`config.mk`:
```
export PLATFORM = sky130hd
export DESIGN_NAME = ts_inj_scheduler
export DESIGN_NICKNAME = d
export VERILOG_FILES = /design/src/rtl/ts_inj_scheduler_pkg.sv /design/src/rtl/ts_divider_counter.sv /design/src/rtl/ts_inj_scheduler.sv
export SDC_FILE = /design/constraint.sdc
export NUM_CORES = 1
export LEC_CHECK = 0
export ABC_AREA = 1
export CAP_MARGIN = 20
export CORE_MARGIN = 1
export CORE_UTILIZATION = 30
export DETAILED_ROUTE_END_ITERATION = 8
export PLACE_DENSITY_LB_ADDON = 0.08
export SYNTH_ARGS = -nofsm -noshare
export SYNTH_HDL_FRONTEND = slang
export SYNTH_SLANG_ARGS = --single-unit
```
`constraint.sdc`:
```
create_clock -name timestamp_int_clk -period 2.55 [get_ports timestamp_int_clk]
set_input_delay 0.3825 -clock timestamp_int_clk [delete_from_list [all_inputs] [get_ports timestamp_int_clk]]
set_output_delay 0.3825 -clock timestamp_int_clk [all_outputs]
set_load 0.02 [all_outputs]
```
`src/rtl/ts_inj_scheduler_pkg.sv`:
```
// ---------------------------------------------------------------------------
// ts_inj_scheduler_pkg
// Shared definitions for the timestamp-domain injection scheduler:
//   - ts_state_e       : burst sequencer states (IDLE/ARMED/FIRE/GAP/DONE)
//   - SYNC_STAGES_MIN  : smallest legal synchronizer depth
//   - DIV_MIN          : smallest legal timestamp clock divide ratio
//   - div_is_legal()   : divide ratio must be even and >= DIV_MIN
//   - div_half()       : timestamp_int_clk cycles per ts_clk half period
// ---------------------------------------------------------------------------
package ts_inj_scheduler_pkg;

  typedef enum logic [2:0] {
    ST_IDLE  = 3'd0,
    ST_ARMED = 3'd1,
    ST_FIRE  = 3'd2,
    ST_GAP   = 3'd3,
    ST_DONE  = 3'd4
  } ts_state_e;

  localparam int SYNC_STAGES_MIN = 2;
  localparam int DIV_MIN         = 2;

  function automatic bit div_is_legal(input int div);
    return (div >= DIV_MIN) && ((div % 2) == 0);
  endfunction

  function automatic int div_half(input int div);
    return div / 2;
  endfunction

endpackage

```
`src/rtl/ts_divider_counter.sv`:
```
// ---------------------------------------------------------------------------
// ts_divider_counter
// Derives the chip timestamp clock (timestamp_int_clk / DIV, 50% duty) and
// keeps a reference timestamp counter that steps on every rising ts_clk.
//
// Ports
//   timestamp_int_clk  in   block clock
//   cpu_resetn         in   asynchronous active-low reset
//   i_enable           in   run divider/counter; low holds everything at 0
//   o_ts_clk           out  timestamp clock to the chip
//   o_tick             out  combinational: ts_clk rises at the next edge
//   o_ts_next          out  binary value the counter takes on at that edge
//   o_ts_value         out  registered timestamp (binary, or Gray-coded)
//   o_ts_overflow      out  1-cycle pulse together with the wrap to 0
//
// Build option: define TS_GRAY_OUT_EN to Gray-code o_ts_value. The Gray
// register is loaded from the same next-value as the binary counter, so the
// latency is identical; o_ts_next stays binary for comparisons.
// ---------------------------------------------------------------------------
module ts_divider_counter
  import ts_inj_scheduler_pkg::*;
#(
  parameter int TS_WIDTH = 10,
  parameter int DIV      = 2
) (
  input  logic                timestamp_int_clk,
  input  logic                cpu_resetn,
  input  logic                i_enable,
  output logic                o_ts_clk,
  output logic                o_tick,
  output logic [TS_WIDTH-1:0] o_ts_next,
  output logic [TS_WIDTH-1:0] o_ts_value,
  output logic                o_ts_overflow
);

  localparam int HALF = div_half(DIV);
  localparam int CW   = (HALF > 1) ? $clog2(HALF) : 1;
  localparam logic [CW-1:0] DIV_LAST = CW'(HALF - 1);

  logic [CW-1:0]       r_div_cnt;
  logic                r_ts_clk;
  logic [TS_WIDTH-1:0] r_ts_bin;
  logic                r_ovf;
  logic                w_toggle;

  assign w_toggle  = (r_div_cnt == DIV_LAST);
  // The tick is the cycle whose closing edge raises ts_clk.
  assign o_tick    = i_enable & w_toggle & ~r_ts_clk;
  assign o_ts_next = r_ts_bin + TS_WIDTH'(1);

  // NOTE: state registers use non-blocking assignments so every flop samples
  // the pre-edge values; blocking here would create order-dependent races.
  always_ff @(posedge timestamp_int_clk or negedge cpu_resetn) begin
    if (!cpu_resetn) begin
      r_div_cnt <= '0;
      r_ts_clk  <= 1'b0;
      r_ts_bin  <= '0;
      r_ovf     <= 1'b0;
    end else if (!i_enable) begin
      r_div_cnt <= '0;
      r_ts_clk  <= 1'b0;
      r_ts_bin  <= '0;
      r_ovf     <= 1'b0;
    end else begin
      if (w_toggle) begin
        r_div_cnt <= '0;
        r_ts_clk  <= ~r_ts_clk;
      end else begin
        r_div_cnt <= r_div_cnt + CW'(1);
      end
      if (o_tick) r_ts_bin <= o_ts_next;
      r_ovf <= o_tick && (r_ts_bin == '1);
    end
  end

  assign o_ts_clk      = r_ts_clk;
  assign o_ts_overflow = r_ovf;

`ifdef TS_GRAY_OUT_EN
  logic [TS_WIDTH-1:0] r_ts_gray;

  always_ff @(posedge timestamp_int_clk or negedge cpu_resetn) begin
    if (!cpu_resetn)   r_ts_gray <= '0;
    else if (!i_enable) r_ts_gray <= '0;
    else if (o_tick)    r_ts_gray <= o_ts_next ^ (o_ts_next >> 1);
  end

  assign o_ts_value = r_ts_gray;
`else
  assign o_ts_value = r_ts_bin;
`endif

endmodule

```
`src/rtl/ts_inj_scheduler.sv`:
```
// ---------------------------------------------------------------------------
// ts_inj_scheduler
// Runs the chip timestamp clock/reference counter and schedules bursts of
// injection triggers aligned to it. A burst is requested by toggling
// req_toggle (system-clock domain) and completion is signalled by toggling
// ack_toggle.
//
// Ports
//   timestamp_int_clk  in   block clock
//   cpu_resetn         in   asynchronous active-low reset
//   cfg_enable         in   run ts clock/counter; low aborts a burst
//   cfg_align          in   0 = periodic shots, 1 = shot when ts == offset
//   cfg_offset         in   alignment value (align mode)
//   cfg_period         in   ticks between shots (immediate mode), 0 -> 1
//   cfg_count          in   shots per burst, 0 = continuous
//   req_toggle         in   each edge requests one burst
//   ack_toggle         out  toggles when a burst completes or aborts
//   busy               out  burst accepted and not yet acknowledged
//   ts_clk             out  timestamp clock, 50% duty
//   ts_value           out  reference timestamp
//   ts_overflow        out  pulse with the all-ones -> 0 wrap
//   inj_trigger        out  trigger, TRIG_LEN cycles per shot
//   trig_cnt           out  shots fired in current/last burst (saturating)
//
// Build option: TS_GRAY_OUT_EN Gray-codes ts_value (see ts_divider_counter).
// ---------------------------------------------------------------------------
module ts_inj_scheduler
  import ts_inj_scheduler_pkg::*;
#(
  parameter int TS_WIDTH    = 10,
  parameter int DIV         = 2,
  parameter int TRIG_LEN    = 4,
  parameter int SYNC_STAGES = 2
) (
  input  logic                timestamp_int_clk,
  input  logic                cpu_resetn,
  input  logic                cfg_enable,
  input  logic                cfg_align,
  input  logic [TS_WIDTH-1:0] cfg_offset,
  input  logic [TS_WIDTH-1:0] cfg_period,
  input  logic [7:0]          cfg_count,
  input  logic                req_toggle,
  output logic                ack_toggle,
  output logic                busy,
  output logic                ts_clk,
  output logic [TS_WIDTH-1:0] ts_value,
  output logic                ts_overflow,
  output logic                inj_trigger,
  output logic [7:0]          trig_cnt
);

  if (!div_is_legal(DIV) || (SYNC_STAGES < SYNC_STAGES_MIN)) begin : g_param_check
    $error("ts_inj_scheduler: DIV must be even >= 2 and SYNC_STAGES >= 2");
  end

  localparam int SW    = 3 + 2 * TS_WIDTH + 8;
  localparam int LEN_W = (TRIG_LEN > 1) ? $clog2(TRIG_LEN) : 1;
  localparam logic [LEN_W-1:0] LEN_LAST = LEN_W'(TRIG_LEN - 1);

  // ---- input synchronizers -------------------------------------------------
  // The cfg_* bus is synchronized bit-wise; that is only safe because the
  // fields are quasi-static and are latched once, at request acceptance,
  // which happens after req_toggle has passed through the same depth.
  logic [SW-1:0]       w_async;
  logic [SW-1:0]       w_synced;
  logic [SW-1:0]       r_sync [SYNC_STAGES];
  logic                w_req_s, w_en_s, w_align_s;
  logic [TS_WIDTH-1:0] w_offset_s, w_period_s;
  logic [7:0]          w_count_s;

  assign w_async = {req_toggle, cfg_enable, cfg_align, cfg_offset, cfg_period, cfg_count};

  always_ff @(posedge timestamp_int_clk or negedge cpu_resetn) begin
    if (!cpu_resetn) begin
      for (int i = 0; i < SYNC_STAGES; i++) r_sync[i] <= '0;
    end else begin
      r_sync[0] <= w_async;
      for (int i = 1; i < SYNC_STAGES; i++) r_sync[i] <= r_sync[i-1];
    end
  end

  assign w_synced = r_sync[SYNC_STAGES-1];
  assign {w_req_s, w_en_s, w_align_s, w_offset_s, w_period_s, w_count_s} = w_synced;

  // ---- timestamp divider / counter ----------------------------------------
  logic                w_tick;
  logic [TS_WIDTH-1:0] w_ts_next;

  ts_divider_counter #(
    .TS_WIDTH (TS_WIDTH),
    .DIV      (DIV)
  ) u_div (
    .timestamp_int_clk (timestamp_int_clk),
    .cpu_resetn        (cpu_resetn),
    .i_enable          (w_en_s),
    .o_ts_clk          (ts_clk),
    .o_tick            (w_tick),
    .o_ts_next         (w_ts_next),
    .o_ts_value        (ts_value),
    .o_ts_overflow     (ts_overflow)
  );

  // ---- burst sequencer -----------------------------------------------------
  ts_state_e           r_state, w_state_nx;
  logic                r_req_seen;
  logic                r_ack;
  logic                r_align;
  logic [TS_WIDTH-1:0] r_offset;
  logic [TS_WIDTH-1:0] r_period;
  logic [7:0]          r_count;
  logic [7:0]          r_trig_cnt;
  logic [LEN_W-1:0]    r_len_cnt;
  logic [TS_WIDTH-1:0] r_since;
  logic                w_accept, w_fire, w_period_due, w_qual;

  // r_since counts ticks after the last shot's tick, so the current tick
  // makes it r_since + 1. It saturates, so a due shot that was skipped
  // while FIRE was active still fires on the first tick seen in GAP.
  assign w_period_due = ({1'b0, r_since} + {{TS_WIDTH{1'b0}}, 1'b1}) >= {1'b0, r_period};
  assign w_qual = r_align ? (w_tick && (w_ts_next == r_offset))
                          : (w_tick && ((r_state == ST_ARMED) || w_period_due));

  always_ff @(posedge timestamp_int_clk or negedge cpu_resetn) begin
    if (!cpu_resetn) r_state <= ST_IDLE;
    else             r_state <= w_state_nx;
  end

  // NOTE: every signal assigned in this block gets a default first; a path
  // that leaves one unassigned would infer a latch.
  always_comb begin
    w_state_nx = r_state;
    w_accept   = 1'b0;
    w_fire     = 1'b0;
    unique case (r_state)
      ST_IDLE: begin
        if (w_req_s != r_req_seen) begin
          w_accept   = 1'b1;
          w_state_nx = w_en_s ? ST_ARMED : ST_DONE;
        end
      end
      ST_ARMED, ST_GAP: begin
        if (!w_en_s) begin
          w_state_nx = ST_DONE;
        end else if (w_qual) begin
          w_fire     = 1'b1;
          w_state_nx = ST_FIRE;
        end
      end
      ST_FIRE: begin
        if (!w_en_s) begin
          w_state_nx = ST_DONE;
        end else if (r_len_cnt == LEN_LAST) begin
          w_state_nx = ((r_count != 8'd0) && (r_trig_cnt == r_count)) ? ST_DONE : ST_GAP;
        end
      end
      ST_DONE: w_state_nx = ST_IDLE;
      default: w_state_nx = ST_IDLE;
    endcase
  end

  always_ff @(posedge timestamp_int_clk or negedge cpu_resetn) begin
    if (!cpu_resetn) begin
      r_req_seen <= 1'b0;
      r_ack      <= 1'b0;
      r_align    <= 1'b0;
      r_offset   <= '0;
      r_period   <= '0;
      r_count    <= '0;
      r_trig_cnt <= '0;
      r_len_cnt  <= '0;
      r_since    <= '0;
    end else begin
      if (w_accept) begin
        r_req_seen <= w_req_s;
        r_trig_cnt <= '0;
        r_align    <= w_align_s;
        r_offset   <= w_offset_s;
        r_period   <= (w_period_s == '0) ? TS_WIDTH'(1) : w_period_s;
        r_count    <= w_count_s;
      end
      if (w_fire) begin
        r_len_cnt <= '0;
        r_since   <= '0;
        if (r_trig_cnt != 8'hFF) r_trig_cnt <= r_trig_cnt + 8'd1;
      end else begin
        if (r_state == ST_FIRE) r_len_cnt <= r_len_cnt + LEN_W'(1);
        if (w_tick && ((r_state == ST_FIRE) || (r_state == ST_GAP)) && (r_since != '1))
          r_since <= r_since + TS_WIDTH'(1);
      end
      // Acknowledge on leaving DONE, in the same edge that drops busy.
      if (r_state == ST_DONE) r_ack <= ~r_ack;
    end
  end

  assign inj_trigger = (r_state == ST_FIRE);
  assign busy        = (r_state != ST_IDLE);
  assign ack_toggle  = r_ack;
  assign trig_cnt    = r_trig_cnt;

endmodule

```
# Word-level counts from Yosys, hierarchy flattened
# Cells that the tools add are included.
# classes
add_sub_neg,6
order_cmp,1
n_eq_ne,16
mux,29
bitwise_logic,5
reduce_logical,16
# op_table
cell,count
10-bit 2-to-1 mux,5
8-bit 2-to-1 mux,3
3-bit 2-to-1 mux,7
10-bit by 1-bit adder with 10-bit output (second input constant),2
10-bit by 1-bit adder with 11-bit output (second input constant),1
11-bit by 10-bit greater-or-equal comparator with 1-bit output,1
1-bit 2-to-1 mux,11
10-bit equality test,1
10-bit equality test (second input constant),1
10-bit logical NOT,1
10-bit inequality test (second input constant),1
3-bit case mux with 3 select lines,1
8-bit by 1-bit adder with 8-bit output (second input constant),1
8-bit equality test,1
8-bit inequality test (second input constant),1
8-bit nonzero test,1
3-bit by 2-bit equality test with 1-bit output (second input constant),2
1-bit logical AND,6
2-bit 2-to-1 mux,2
2-bit inequality test (second input constant),2
2-bit nonzero test,2
3-bit by 1-bit equality test with 1-bit output (second input constant),1
3-bit equality test (second input constant),1
3-bit logical NOT,1
other kinds (13),17
# totals
register_bits,129
input_bits,33
out_inout_bits,23
wordCells,89

# Depth between registers and ports, before layout
# depth
ltp_word,9
depth_mapped,20
depth_no_buf,20

# By module
# A second synthesis with hierarchy kept.
# unflattened
hier_cells,594
area_unflattened_um2,5500.3
# modules_own_cells
module,instances,cells_per_inst,area_each_um2,seq_area_each_um2
ts_inj_scheduler,1,511,4830.9,2902.8
ts_divider_counter,1,83,669.4,300.3

# Worst setup path after synthesis
# OpenSTA, ideal clock, no wires.
# synth_timing
kind,register -> register
from,register r_since[0]
to,register r_trig_cnt[6] (netlist: trig_cnt[6])
setup_ps,121
arrival_time_ps,2351
required_time_ps,2429
setup_slack_ps,79
path_stages_with_launch,19
path_buffers,1
synth_period_minus_slack_ps,2471
cell_sequence,dfrtp_1 -> ha_1 -> nand2_1 -> nor4_4 -> xnor2_1 -> inv_1 -> ha_1 -> nand2_1 -> nor2_1 -> nand2_1 -> nand3_1 -> nand2_1 -> nand2_1 -> nand2_1 -> a21oi_2 -> nand3_2 -> buf_6 -> nand3_1 -> o21ai_2
# synth_via
elab_chain_len,9
# synth_rtl
item,line_no,source
start: declaration,ts_inj_scheduler.sv:113,logic [TS_WIDTH-1:0] r_since;
start signal: assignment,ts_inj_scheduler.sv:188,r_since <= r_since + TS_WIDTH'(1);
10-bit by 1-bit adder with 11-bit output,ts_inj_scheduler.sv:119,"assign w_period_due = ({1'b0, r_since} + {{TS_WIDTH{1'b0}}, 1'b1}) >= {1'b0, r_period};"
11-bit by 10-bit greater-or-equal comparator with 1-bit output,ts_inj_scheduler.sv:119,
1-bit logical OR,ts_inj_scheduler.sv:121,: (w_tick && ((r_state == ST_ARMED) || w_period_due));
1-bit logical AND,ts_inj_scheduler.sv:121,
1-bit 2-to-1 mux,ts_inj_scheduler.sv:120,assign w_qual = r_align ? (w_tick && (w_ts_next == r_offset))
1-bit 2-to-1 mux,ts_inj_scheduler.sv:144,end else if (w_qual) begin
1-bit 2-to-1 mux,ts_inj_scheduler.sv:142,if (!w_en_s) begin
1-bit 2-to-1 mux,ts_inj_scheduler.sv:134,unique case (r_state)
8-bit 2-to-1 mux,ts_inj_scheduler.sv:181,if (w_fire) begin
end signal: assignment,ts_inj_scheduler.sv:184,if (r_trig_cnt != 8'hFF) r_trig_cnt <= r_trig_cnt + 8'd1;
end: declaration,ts_inj_scheduler.sv:111,logic [7:0] r_trig_cnt;
# Every way passes these cells.
# A chain may end at the register's enable or synchronous reset.

# Worst setup path in the final report
# layout_timing
from,register r_since[1]
to,register r_trig_cnt[3] (netlist: trig_cnt[3])
# Same word-level chain as after synthesis.

==> flow_summary.yaml <==
outcome:
  status: "finished with violations"
  violations: "negative setup slack"
synthesis:
  synthCells: 575
  yosysSeqAreaShare: 0.596
  async_flop_share: 1.00
  synth_area_leader_cell: "dfrtp_1"
  ys_ff_latch: 128
  synth_cell_types: 38
  synthesis.nets: 622
  synth_warnings: 0
  synthFlopType: "dfrtp_1"
  syn_area_per_cell_sq_um: 9.34
  yosysMostFrequentCell: "nand2_1"
  synth_common_cells: "nand2_1, dfrtp_1, inv_1"
  synthTopCellsByArea: "dfrtp_1, nand2_1, inv_1, o21ai_0, ha_1"
  syn-cell-area_sq_um: 5370
  synth-edff-count: 0
  synth_top_area_share: 0.596
final_layout:
  num_antenna_cells: 0
  multiInputGateArea_sq_um: 2040
  nets: 712
  fillers: 1700
  syn2layout_area_growth_pct: 33.3
  regArea_sq_um: 3200
  layout-drive-gt1-share: 0.162
  final_util: 0.411
clock_tree:
  cts_root_buf: "clkbuf_16"
  numCtsBuffers: 17
  tritoncts: "done"
  clock_latency_ps: 420
  clkSinkCount: 128
  cts_buffer_depth: 2
  clkSlewWorstSetupHoldPaths_ps: 60
  h-tree-depth: 4
routing:
  viasPerCell: 4.29
  wl_um: 11500
  final_antenna_net_count: 0
  drtPass1Iterations: 4
  num_vias: 3870
  drt_iter0_drc: 229
  drc: 0
  avgRoutedWirePerCell_um: 12.8
worst_setup_path:
  r2r_start: "r_since[1]$_DFFE_PN0P_"
  cp.required_ps: 2850
  critPathKind: "flip-flop to flip-flop"
  critPathLaunch: "r_since[1]$_DFFE_PN0P_"
  crit_path_end_kind: "flip-flop"
  startpoint_type: "flip-flop"
  critPathMaxFanout: 7
  worstPathArrival_ps: 2940
grt:
  grt_pass1_wl_um: 19500
  gr-total-overflow: 0
  grt_pass1_vias: 3915
  grt_max_degree: 40
  track_usage: 0.140
  grt_antenna_before_repair: 0
power_and_ir_drop:
  p_leak_nw: 3.45
  power_density_nw_per_um2: 987
  max-vdd-ir-drop_mv: 0.428
placement:
  dpl_worst_slack_ps: -124
  place.gp.congestion: 0.811
  dpl.hpwl_um: 7970
  io_buffer_count: 55
floorplan:
  die_x_um: 136
  io_pins: 56
  die_y_um: 136
  die_area_sq_um: 18400
  rows: 48
  core_sq_um: 17400
  start_util: 0.308
timing:
  fin_skew_ps: 12.4
  setup_viol: 21
  grt_setup_unrepaired: "yes"
  hold_viol_final: 0
  drv_slew: 0
  setup_tns_ps: -1400
  slew_headroom: 0.661
  fin_crit_ps: 2640
  worst_slack_ps: -90.9
  fmax_mhz: 379
  tightest_slew_ps: 508
  period_share: 1.04
hold_path:
  hold_start: "r_sync[34]$_DFF_PN0_"
  hold_class: "flip-flop to flip-flop"
flow_run:
  max_cap_viol_count: 0
-- final timing paths --
kind	end	slack (ps)	cells after the start
min in group asynchronous	r_since[8]$_DFFE_PN0P_	490	2
worst min-delay path	w_synced[3]$_DFF_PN0_	340	0
worst max register to register	trig_cnt[3]$_DFF_PN0_	-90	18
max in group asynchronous	w_synced[25]$_DFF_PN0_	1410	3
worst max-delay path	trig_cnt[3]$_DFF_PN0_	-90	18
worst min register to register	w_synced[3]$_DFF_PN0_	340	0
-- timing repair --
| action | 4_1_cts | 5_1_grt |
|---|---|---|
| endpoints found under the hold margin | 32 | 0 |
| resized for setup | 19 | 26 |
| setup endpoints to repair | 23 | 23 |
| pin swaps | 2 | 14 |
| setup buffers | 3 | 3 |
| hold buffers | 1 | 0 |
| cloned | 1 | 0 |
-- layer usage --
metal,track usage,up-vias,routed length (um)
li1,-,2002,-
met1,0.189,1797,5750
met2,0.212,61,5230
met3,0.0412,10,431
met4,0.0524,0,131
met5,0,-,0
-- where the power goes --
part	switching (mW)	internal (mW)	leakage (nW)
registers	0.257	2.41	1.58
clock network	0.970	1.40	0.282
logic	1.19	0.839	1.59
-- stage by stage --
step	hold WS [ps]	power [mW]	instance area (sq um)	cells
floorplan	86.9	3.85	5370	575
global placement	334	4.47	6310	863
detailed placement	335	4.50	6310	863
CTS	348	7.00	7010	900
global route	352	7.61	7160	903
finish	344	7.06	7160	903
-- kinds of logic after synthesis --
| kind of cell | count (synthesis) | synth area share |
|---|---|---|
| xor+xnor | 19 | 0.0310 |
| fa+ha+maj | 14 | 0.0326 |
| simple gates | 267 | 0.211 |
| buf+inv | 83 | 0.0608 |
| flops | 128 | 0.596 |
| compound gates | 64 | 0.0683 |
-- flip-flops by register name, summed over array words and instances, names as in the netlist --
signal               count
r_sync                  31
w_synced                31
r_offset                10
r_period                10
r_since                 10
u_div.o_ts_value        10
r_count                  8
trig_cnt                 8
r_state                  3
r_len_cnt                2
ack_toggle               1
r_align                  1
r_req_seen               1
u_div.o_ts_clk           1
u_div.o_ts_overflow      1
-- cells in the final DEF, fill, tap and decap left out, types with 4 or more instances in the layout --
cell	netlist	routed
xnor2_1	9	9
inv_6	0	9
o21ai_0	40	39
nand2_1	182	172
nand2_2	1	8
a21oi_1	5	4
ha_1	14	11
o22ai_1	8	8
nand3_1	31	24
inv_1	68	68
xor2_1	10	7
nor2_1	26	22
nand3_2	2	8
nor2_2	4	7
buf_4	0	20
dfrtp_1	128	128
clkdlybuf4s50_1	0	54
inv_2	5	5
clkbuf_16	0	17
nor3_1	8	6
-- final cells by class --
cell class                 instances  share of cell area
timing repair buffer              80               0.109
multi-input combinational        364               0.285
sequential                       128               0.447
clock inverter                    14              0.0196
tap                              225              0.0393
inverter                          74              0.0388
clock buffer                      18              0.0613
-- worst max-delay path, stage by stage (launching register included) --
cell	delay (ps)
dfrtp_1	400
buf_6	130
ha_4	160
buf_4	120
buf_4	130
xor2_2	150
ha_1	310
nand2_2	60
o21ai_2	140
nand2_1	80
nand3_2	50
nand2_1	40
nand2_1	50
nand2_1	60
a21oi_2	190
nand3_4	160
buf_8	180
nand3_2	50
nand2_1	60
No activity file was read; power rests on OpenSTA's default activity.
